==> src/rtl/bit_group_regulator.sv <==
// Serial-to-parallel bit group regulator: collects mod-sized groups of coded bits, MSB first,
// with a one-entry output buffer. Optional flush input enabled by BIT_GROUP_REGULATOR_FLUSH_EN.
module bit_group_regulator #(
  parameter int MAXW = 18
) (
  input  logic            clk,
  input  logic            rst,
  input  logic [1:0]      mod,
  input  logic            in_bit,
  input  logic            in_valid,
  output logic            in_ready,
  output logic [MAXW-1:0] out_data,
  output logic [1:0]      out_mod,
  output logic            out_valid,
  input  logic            out_ready
`ifdef BIT_GROUP_REGULATOR_FLUSH_EN
  ,
  input  logic            flush
`endif
);

  localparam int CNT_W = $clog2(MAXW + 1);

  typedef enum logic [1:0] {COLLECT_FIRST, COLLECT, HOLD} state_t;

  function automatic logic [CNT_W-1:0] gs_of(input logic [1:0] m);
    logic [CNT_W-1:0] g;
    case (m)
      2'd0:    g = CNT_W'(MAXW / 6);
      2'd1:    g = CNT_W'(MAXW / 3);
      2'd2:    g = CNT_W'((2 * MAXW) / 3);
      default: g = CNT_W'(MAXW);
    endcase
    return g;
  endfunction

  state_t           state;
  logic [CNT_W-1:0] cnt;
  logic [CNT_W-1:0] gs;
  logic [1:0]       grp_mod;
  logic [MAXW-1:0]  grp_data;

  logic             first;
  logic             take;
  logic             flush_req;
  logic             last_bit;
  logic             complete;
  logic             out_free;
  logic [CNT_W-1:0] gs_cur;
  logic [CNT_W-1:0] cnt_cur;
  logic [CNT_W-1:0] pos;
  logic [1:0]       mod_cur;
  logic [MAXW-1:0]  base;
  logic [MAXW-1:0]  asm_data;

  // Group assembly: the first bit of a group chooses size and mod and starts from a clean word
  always_comb begin
    in_ready = (state != HOLD);
    first    = (state == COLLECT_FIRST);
    take     = in_valid & in_ready;
    gs_cur   = first ? gs_of(mod) : gs;
    mod_cur  = first ? mod : grp_mod;
    cnt_cur  = first ? '0 : cnt;
    base     = first ? '0 : grp_data;
    pos      = gs_cur - cnt_cur - CNT_W'(1);
    asm_data = take ? (base | ({{(MAXW-1){1'b0}}, in_bit} << pos)) : base;
    last_bit = take && (cnt_cur == gs_cur - CNT_W'(1));
`ifdef BIT_GROUP_REGULATOR_FLUSH_EN
    flush_req = flush && (state == COLLECT) && (cnt != '0);
`else
    flush_req = 1'b0;
`endif
    complete = last_bit | flush_req;
    out_free = ~out_valid | out_ready;
  end

  // Control and output buffer
  always_ff @(posedge clk) begin
    if (rst) begin
      state     <= COLLECT_FIRST;
      cnt       <= '0;
      out_data  <= '0;
      out_mod   <= 2'd0;
      out_valid <= 1'b0;
    end else begin
      if (out_valid && out_ready) out_valid <= 1'b0;
      unique case (state)
        COLLECT_FIRST, COLLECT: begin
          if (complete) begin
            cnt <= '0;
            if (out_free) begin
              out_data  <= asm_data;
              out_mod   <= mod_cur;
              out_valid <= 1'b1;
              state     <= COLLECT_FIRST;
            end else begin
              state <= HOLD;
            end
          end else if (take) begin
            cnt   <= cnt_cur + CNT_W'(1);
            state <= COLLECT;
          end
        end
        HOLD: begin
          if (out_free) begin
            out_data  <= grp_data;
            out_mod   <= grp_mod;
            out_valid <= 1'b1;
            state     <= COLLECT_FIRST;
          end
        end
        default: state <= COLLECT_FIRST;
      endcase
    end
  end

  // Collector datapath; a new group always starts from a cleared word, so no reset is needed
  always_ff @(posedge clk) begin
    if (state != HOLD && (take || complete)) begin
      grp_data <= asm_data;
      grp_mod  <= mod_cur;
      gs       <= gs_cur;
    end
  end

endmodule

==> config.mk <==
export PLATFORM = sky130hd
export DESIGN_NAME = bit_group_regulator
export DESIGN_NICKNAME = d
export VERILOG_FILES = /design/src/rtl/bit_group_regulator.sv
export SDC_FILE = /design/constraint.sdc
export NUM_CORES = 1
export LEC_CHECK = 0
export ABC_CLOCK_PERIOD_IN_PS = 9450
export CAP_MARGIN = 10
export CORE_MARGIN = 1
export CORE_UTILIZATION = 47
export CTS_CLUSTER_DIAMETER = 60
export CTS_CLUSTER_SIZE = 28
export DETAILED_ROUTE_END_ITERATION = 10
export PLACE_DENSITY_LB_ADDON = 0.12
export SLEW_MARGIN = 20
export SYNTH_ARGS = -nofsm -noshare
export SYNTH_HDL_FRONTEND = slang
export SYNTH_SLANG_ARGS = --single-unit
==> constraint.sdc <==
create_clock -name clk -period 9.45 [get_ports clk]
set_input_delay 1.89 -clock clk [delete_from_list [all_inputs] [get_ports clk]]
set_output_delay 1.89 -clock clk [all_outputs]
set_load 0.05 [all_outputs]
==> flow_summary.json, run 1 <==
{
  "cts_setup_buffers": 0,
  "antennaDiodeCount": 0,
  "busiest_layer": "met2",
  "cts_tree": "built",
  "start_util_pct": 48.7,
  "track_usage_pct": 24.6,
  "timing.final.crit_share_pct": 53.7,
  "finalCriticalPeriod_ps": 5070,
  "synth-seq-cells": 53,
  "hold_path.class": "reg -> reg",
  "required_ps": 9680,
  "clkPwrFrac_pct": 26.0,
  "yosysSeqAreaShare_pct": 36.9,
  "seqCellArea_um2": 1310,
  "p_switching_uw": 201,
  "pwr-share-comb_pct": 27.5,
  "die_x_um": 88.9,
  "drv_slew": 0,
  "ys_top_cells_by_count": "nand2_1, dfxtp_1, edfxtp_1",
  "cts_root_buffer": "clkbuf_8",
  "grt_util_met1_pct": 36.2,
  "powerDensity_nw_per_um2": 142,
  "io_buffers": 28,
  "setup-violations-final": 0,
  "ios": 29,
  "relSlewSlack_pct": 39.8,
  "route.detailed.wl_per_inst_um": 18.4,
  "intPower_uw": 360,
  "grt_pass1_vias": 2778,
  "cts_max_level": 2,
  "antenna_found_initial": 0,
  "pre_cts_ws_ps": 4050,
  "grt_pass1_wl_mm": 14.6,
  "grt_max_degree": 41,
  "critPathMaxFanout": 23,
  "yosysMostFrequentCell": "nand2_1",
  "ys.flop_type": "dfxtp_1",
  "cts.sinks": 53,
  "status": "completed",
  "slowest_delay_ps": 710,
  "setup_tns_ps": 0,
  "use_met3_pct": 3.32,
  "fp.coreArea_um2": 7290,
  "synth_top_area_share_pct": 21.1,
  "yosysTopAreaCell": "edfxtp_1",
  "p_sw_share_pct": 35.8,
  "antenna_left": 0,
  "die_area_um2": 7910,
  "p_total_uw": 561,
  "use_met2_pct": 38.2,
  "first_pass_iters": 5,
  "drive_above_1_share_pct": 11.9,
  "tightest_slew_ps": 902,
  "yosys_warnings": 0,
  "cts_hold_buf": 0,
  "drc": 0,
  "multi_input_area_um2": 2030,
  "finalHoldViolations": 0,
  "nFillCells": 708,
  "finalNetCount": 420,
  "rsz0062_at_grt": "false",
  "routed_wl_mm": 9.24,
  "dieHeight_um": 88.9,
  "grt.overflow.total": 0,
  "cp_cell_sequence": "clkdlybuf4s50_1, inv_1, ha_1, nor3_2, a21oi_1, ha_1, nor2b_1, o21ai_1, a21oi_2, o21ai_2, o21ai_1, a221oi_1",
  "clk_pin_slew_ps": 110,
  "seqPwrFrac_pct": 46.5,
  "syn2layout_area_growth_pct": 11.6,
  "clock_skew_ps": 15.7,
  "fmax_mhz": 197,
  "p_leak_uw": 0.00137,
  "ys_top_cells_by_area": "edfxtp_1, dfxtp_1, nand2_1",
  "row_count": 31,
  "crit_arrival_ps": 5310,
  "cts_buffers": 5,
  "fin_ws_ps": 4380,
  "cp_slowest_cell": "o21ai_2",
  "drt_iter0_markers": 265,
  "ctsResizeCount": 0,
  "critPathKind": "in -> reg",
  "cap_viol_max_count": 0,
  "avgSynthCellArea_um2": 9.25,
  "end_kind": "flip-flop",
  "clkLatencyLatePin_ps": 320,
  "synth_nets": 401,
  "post-dp-hpwl_mm": 6.65,
  "synth_edf_count": 25,
  "cp-start-kind": "input port",
  "synth.distinct_cells": 77,
  "worst_ir_drop_vdd_mv": 0.0682,
  "async_flop_share_pct": 0,
  "route.vias.total": 3056,
  "clock_path_buffers": 2,
  "synthCells": 384,
  "timing.hold.ws_ps": 482,
  "gp_congestion": 0.893,
  "vias_per_cell": 6.08,
  "synth.cell_area_um2": 3550
}
## state kept, by name (all words and copies together) (netlist names)
name	cells
grp_mod	2
out_data	18
grp_data	18
gs	5
state	2
cnt	5
out_mod	2
out_valid	1
## cell usage in the layout, fill, tap and decap left out, types with 3 or more instances in the layout
master	netlist	routed
a31o_2	5	5
a41oi_1	3	3
a22oi_1	7	7
o311a_1	3	3
o21ai_1	3	3
a211oi_1	4	4
nor3_1	6	6
nor4_1	5	5
a31oi_1	8	8
nor2_1	10	10
and2_1	3	3
nor2b_1	9	9
o21ai_2	3	3
clkdlybuf4s50_1	0	28
ha_1	10	10
dfxtp_1	28	28
o2111ai_1	9	9
buf_4	1	4
mux2i_1	4	4
a21oi_1	17	17
clkbuf_8	0	5
o21ai_0	14	14
inv_1	23	23
a21o_1	3	3
xor2_1	3	3
edfxtp_1	25	25
or3_1	10	10
nand3_1	6	6
o31ai_1	5	5
nand2b_1	4	4
nand2_1	58	58
xnor2_1	4	4
o211ai_1	12	12
a21boi_0	5	5
nor3b_1	3	3
## power groups by stage
stage | combinational, uW | clock [uW] | sequential [uW]
after global placement | 151 | 0 | 266
after floorplan | 115 | 0 | 270
after global routing | 168 | 156 | 262
after detailed placement | 153 | 0 | 266
final | 154 | 146 | 261
after CTS | 154 | 148 | 261
## per-stage QoR
step | std cells | instance area (um^2) | utilization (%)
finish | 503 | 3960 | 54.3
global route | 503 | 3960 | 54.3
CTS | 503 | 3960 | 54.3
detailed placement | 495 | 3860 | 53.0
global placement | 495 | 3860 | 53.0
floorplan | 384 | 3550 | -
## worst max-delay path: cells and delay by family
family                     cells  cell delay, ps
and+or+nand+nor                2             370
adders and majority gates      2             500
AOI/OAI and AO/OA              6            1910
buffers and inverters          2             630
## routing by layer
layer,part of all wire (%),vias up
met5,0,-
met4,1.1,0
met3,4.4,11
met1,49,1458
met2,46,84
li1,-,1503
## worst paths after layout
check / start / to / slack, ps / cells after the start
worst min-delay path: cnt[0] / cnt[0] / 480 / 2
worst min register to register: cnt[0] / cnt[0] / 480 / 2
worst max-delay path: mod[0] / out_mod[1] / 4380 / 12
worst max register to register: state[0] / out_mod[1] / 5810 / 10
## area by class of cell
class                   instances  share of cell area, %
repair buffers                 32                   7.83
inverters                      23                   2.18
clock buffers                   5                   1.74
multi-input cells             288                   51.3
well taps                      99                   3.13
flip-flops and latches         53                   33.1
clock inverters                 3                  0.726
## logic make-up (layout without fill, tap and decap cells)
| logic type | count (synthesis) | in the layout | share of synthesized area (%) |
|---|---|---|---|
| fa+ha+maj | 10 | 10 | 3.52 |
| buf+inv | 43 | 63 | 5.85 |
| flops | 53 | 53 | 36.9 |
| simple gates | 133 | 133 | 19.9 |
| xor+xnor | 7 | 7 | 1.73 |
| compound gates | 134 | 134 | 31.0 |
| mux | 4 | 4 | 1.13 |
Power figures use the tool's default switching activity.
==> run 2, diff against run 1 <==
- ABC_CLOCK_PERIOD_IN_PS: 9450 -> 5070
- clock period: 9.45 -> 5.07 ns (I/O delays scaled with it)
==> run 2 against run 1 <==
  * Wire length shrank 0.21%
  * Die area did not move
  * Combinational power grew 88%
  * Clock power increased by 85%
  * Global-route usage is 0.098 points higher
  * Via count grew 3.1%
  * Critical path depth increased by 1
  * Non-clock buffer count is 1 higher
  * Hold slack got worse by 2.4 ps
  * First-iteration DRC count down 13%
  * Register-to-register slack got worse by 4400 ps
==> flow_summary.json, run 2 (synthesis gave the netlist of run 1 again) <==
{
  "status": "completed",
  "clkPwrFrac_pct": 25.8,
  "p_sw_share_pct": 35.7,
  "row_count": 31,
  "grt.overflow.total": 0,
  "finalCriticalPeriod_ps": 4030,
  "die_x_um": 88.9,
  "drive_above_1_share_pct": 12.1,
  "io_buffers": 28,
  "cts_buffers": 5,
  "pwr-share-comb_pct": 27.7,
  "cts_setup_buffers": 0,
  "start_util_pct": 48.7,
  "grt_max_degree": 41,
  "cts_root_buffer": "clkbuf_8",
  "p_leak_uw": 0.00137,
  "critPathTopFamily": "compound AO/OA/AOI/OAI gates",
  "critPathKind": "in -> reg",
  "ctsResizeCount": 0,
  "timing.final.crit_share_pct": 79.4,
  "rrSetupSlack_ps": 1400,
  "clock_path_buffers": 2,
  "fp.coreArea_um2": 7290,
  "drt_iter0_markers": 231,
  "antennaDiodeCount": 0,
  "die_area_um2": 7910,
  "gp_congestion": 0.870,
  "use_met2_pct": 37.4,
  "cp_slowest_cell": "clkdlybuf4s50_1",
  "use_met3_pct": 3.05,
  "clock_skew_ps": 11.5,
  "syn2layout_area_growth_pct": 11.8,
  "antenna_found_initial": 0,
  "relSlewSlack_pct": 40.1,
  "worst_ir_drop_vdd_mv": 0.176,
  "drv_slew": 0,
  "first_pass_iters": 5,
  "grt_pass1_vias": 2841,
  "whs_path_depth": 2,
  "required_ps": 5320,
  "route.detailed.wl_per_inst_um": 18.3,
  "post-dp-hpwl_mm": 6.63,
  "crit_top_cell": "ha_1",
  "drc": 0,
  "grt_pass1_wl_mm": 14.8,
  "r2r-start": "state[1]",
  "crit_arrival_ps": 4270,
  "cp_cell_sequence": "clkdlybuf4s50_1, inv_1, ha_1, nor3_2, a21oi_1, ha_1, nor2b_1, o21ai_1, a32o_1, o21ai_2, buf_4, or3_1, a31oi_1",
  "multi_input_area_um2": 2030,
  "cts.sinks": 53,
  "track_usage_pct": 24.7,
  "critPathMaxFanout": 13,
  "slowest_delay_ps": 530,
  "hold_path.startpoint": "cnt[0]",
  "setup_tns_ps": 0,
  "reg2regPathDepth": 10,
  "dieHeight_um": 88.9,
  "nFillCells": 702,
  "finalHoldViolations": 0,
  "tightest_slew_ps": 897,
  "worst-path-buf-inv": 3,
  "route.vias.total": 3151,
  "dpl_cell_area_um2": 3870,
  "clk_pin_slew_ps": 110,
  "mostFrequentLayoutCell": "nand2_1",
  "cts_max_level": 2,
  "routed_wl_mm": 9.22,
  "top_regs": "grp_data: 18 flops, out_data: 18 flops",
  "seqCellArea_um2": 1310,
  "finalNetCount": 421,
  "rsz0062_at_grt": "false",
  "ios": 29,
  "post-route-cell-area_um2": 3970,
  "final_cell_mix": "nand2_1, dfxtp_1, clkdlybuf4s50_1, edfxtp_1, inv_1",
  "clkLatencyLatePin_ps": 320,
  "seqPwrFrac_pct": 46.4,
  "cp-start-kind": "input port",
  "hold_path.class": "reg -> reg",
  "holdPathEnd": "cnt[0]",
  "antenna_left": 0,
  "rr_endpoint": "out_data[10]",
  "grt_util_met1_pct": 36.9,
  "setup-violations-final": 0,
  "cts_hold_buf": 0,
  "fmax_mhz": 248,
  "vias_per_cell": 6.25,
  "intPower_uw": 673,
  "cts_tree": "built",
  "end_kind": "flip-flop",
  "busiest_layer": "met2",
  "powerDensity_nw_per_um2": 264,
  "p_switching_uw": 374,
  "cap_viol_max_count": 0
}
==> run 2: cell type report <==
cell class                      instances  area share (%)
Timing Repair Buffer                   33            8.01
Inverter                               23            2.18
Tap cell                               99            3.12
Multi-Input combinational cell        288            51.2
Clock inverter                          3           0.725
Sequential cell                        53            33.0
Clock buffer                            5            1.73
==> run 2: worst max path at each step <==
stage	startpoint	end	slack (ps)	depth (start not counted)
floorplan	state[0]	out_data[16]	1540	13
global placement	mod[0]	out_data[13]	880	13
detailed placement	mod[0]	out_data[15]	770	13
CTS	mod[0]	out_data[11]	1070	13
global route	mod[0]	out_data[15]	790	13
finish	mod[0]	out_data[13]	1040	13
==> run 2: power by group through the flow <==
stage	clock (uW)	sequential (uW)	combinational, uW
2_1_floorplan	0	503	214
3_3_place_gp	0	495	284
3_5_place_dp	0	496	285
4_1_cts	274	486	288
5_1_grt	291	489	315
6_report	270	486	290
==> run 2: stage by stage <==
stage	setup WS [ps]	cells	util (%)	total power (uW)	hold slack, ps
after floorplan	1540	384	-	717	445
after detailed placement	765	496	53.1	781	461
after CTS	1070	504	54.4	1050	478
after global placement	880	496	53.1	779	456
final	1040	504	54.4	1050	480
after global routing	795	504	54.4	1090	503
==> run 2: metal layers <==
layer	vias up	part of all wire, %	routed length, um
li1	1498	-	-
met1	1532	49	4510
met2	105	45	4160
met3	16	4.2	390
met4	0	1.7	156
met5	-	0	0
==> run 2: worst reg2reg max path, stage by stage (launching register included) <==
cell and delay (ps):
dfxtp_1 320, buf_4 270, or2_4 510, mux2i_1 350, inv_1 100, ha_1 350, nor2b_1 310, nand4_1 310
nor4_1 560, a21boi_0 250, a211oi_1 260
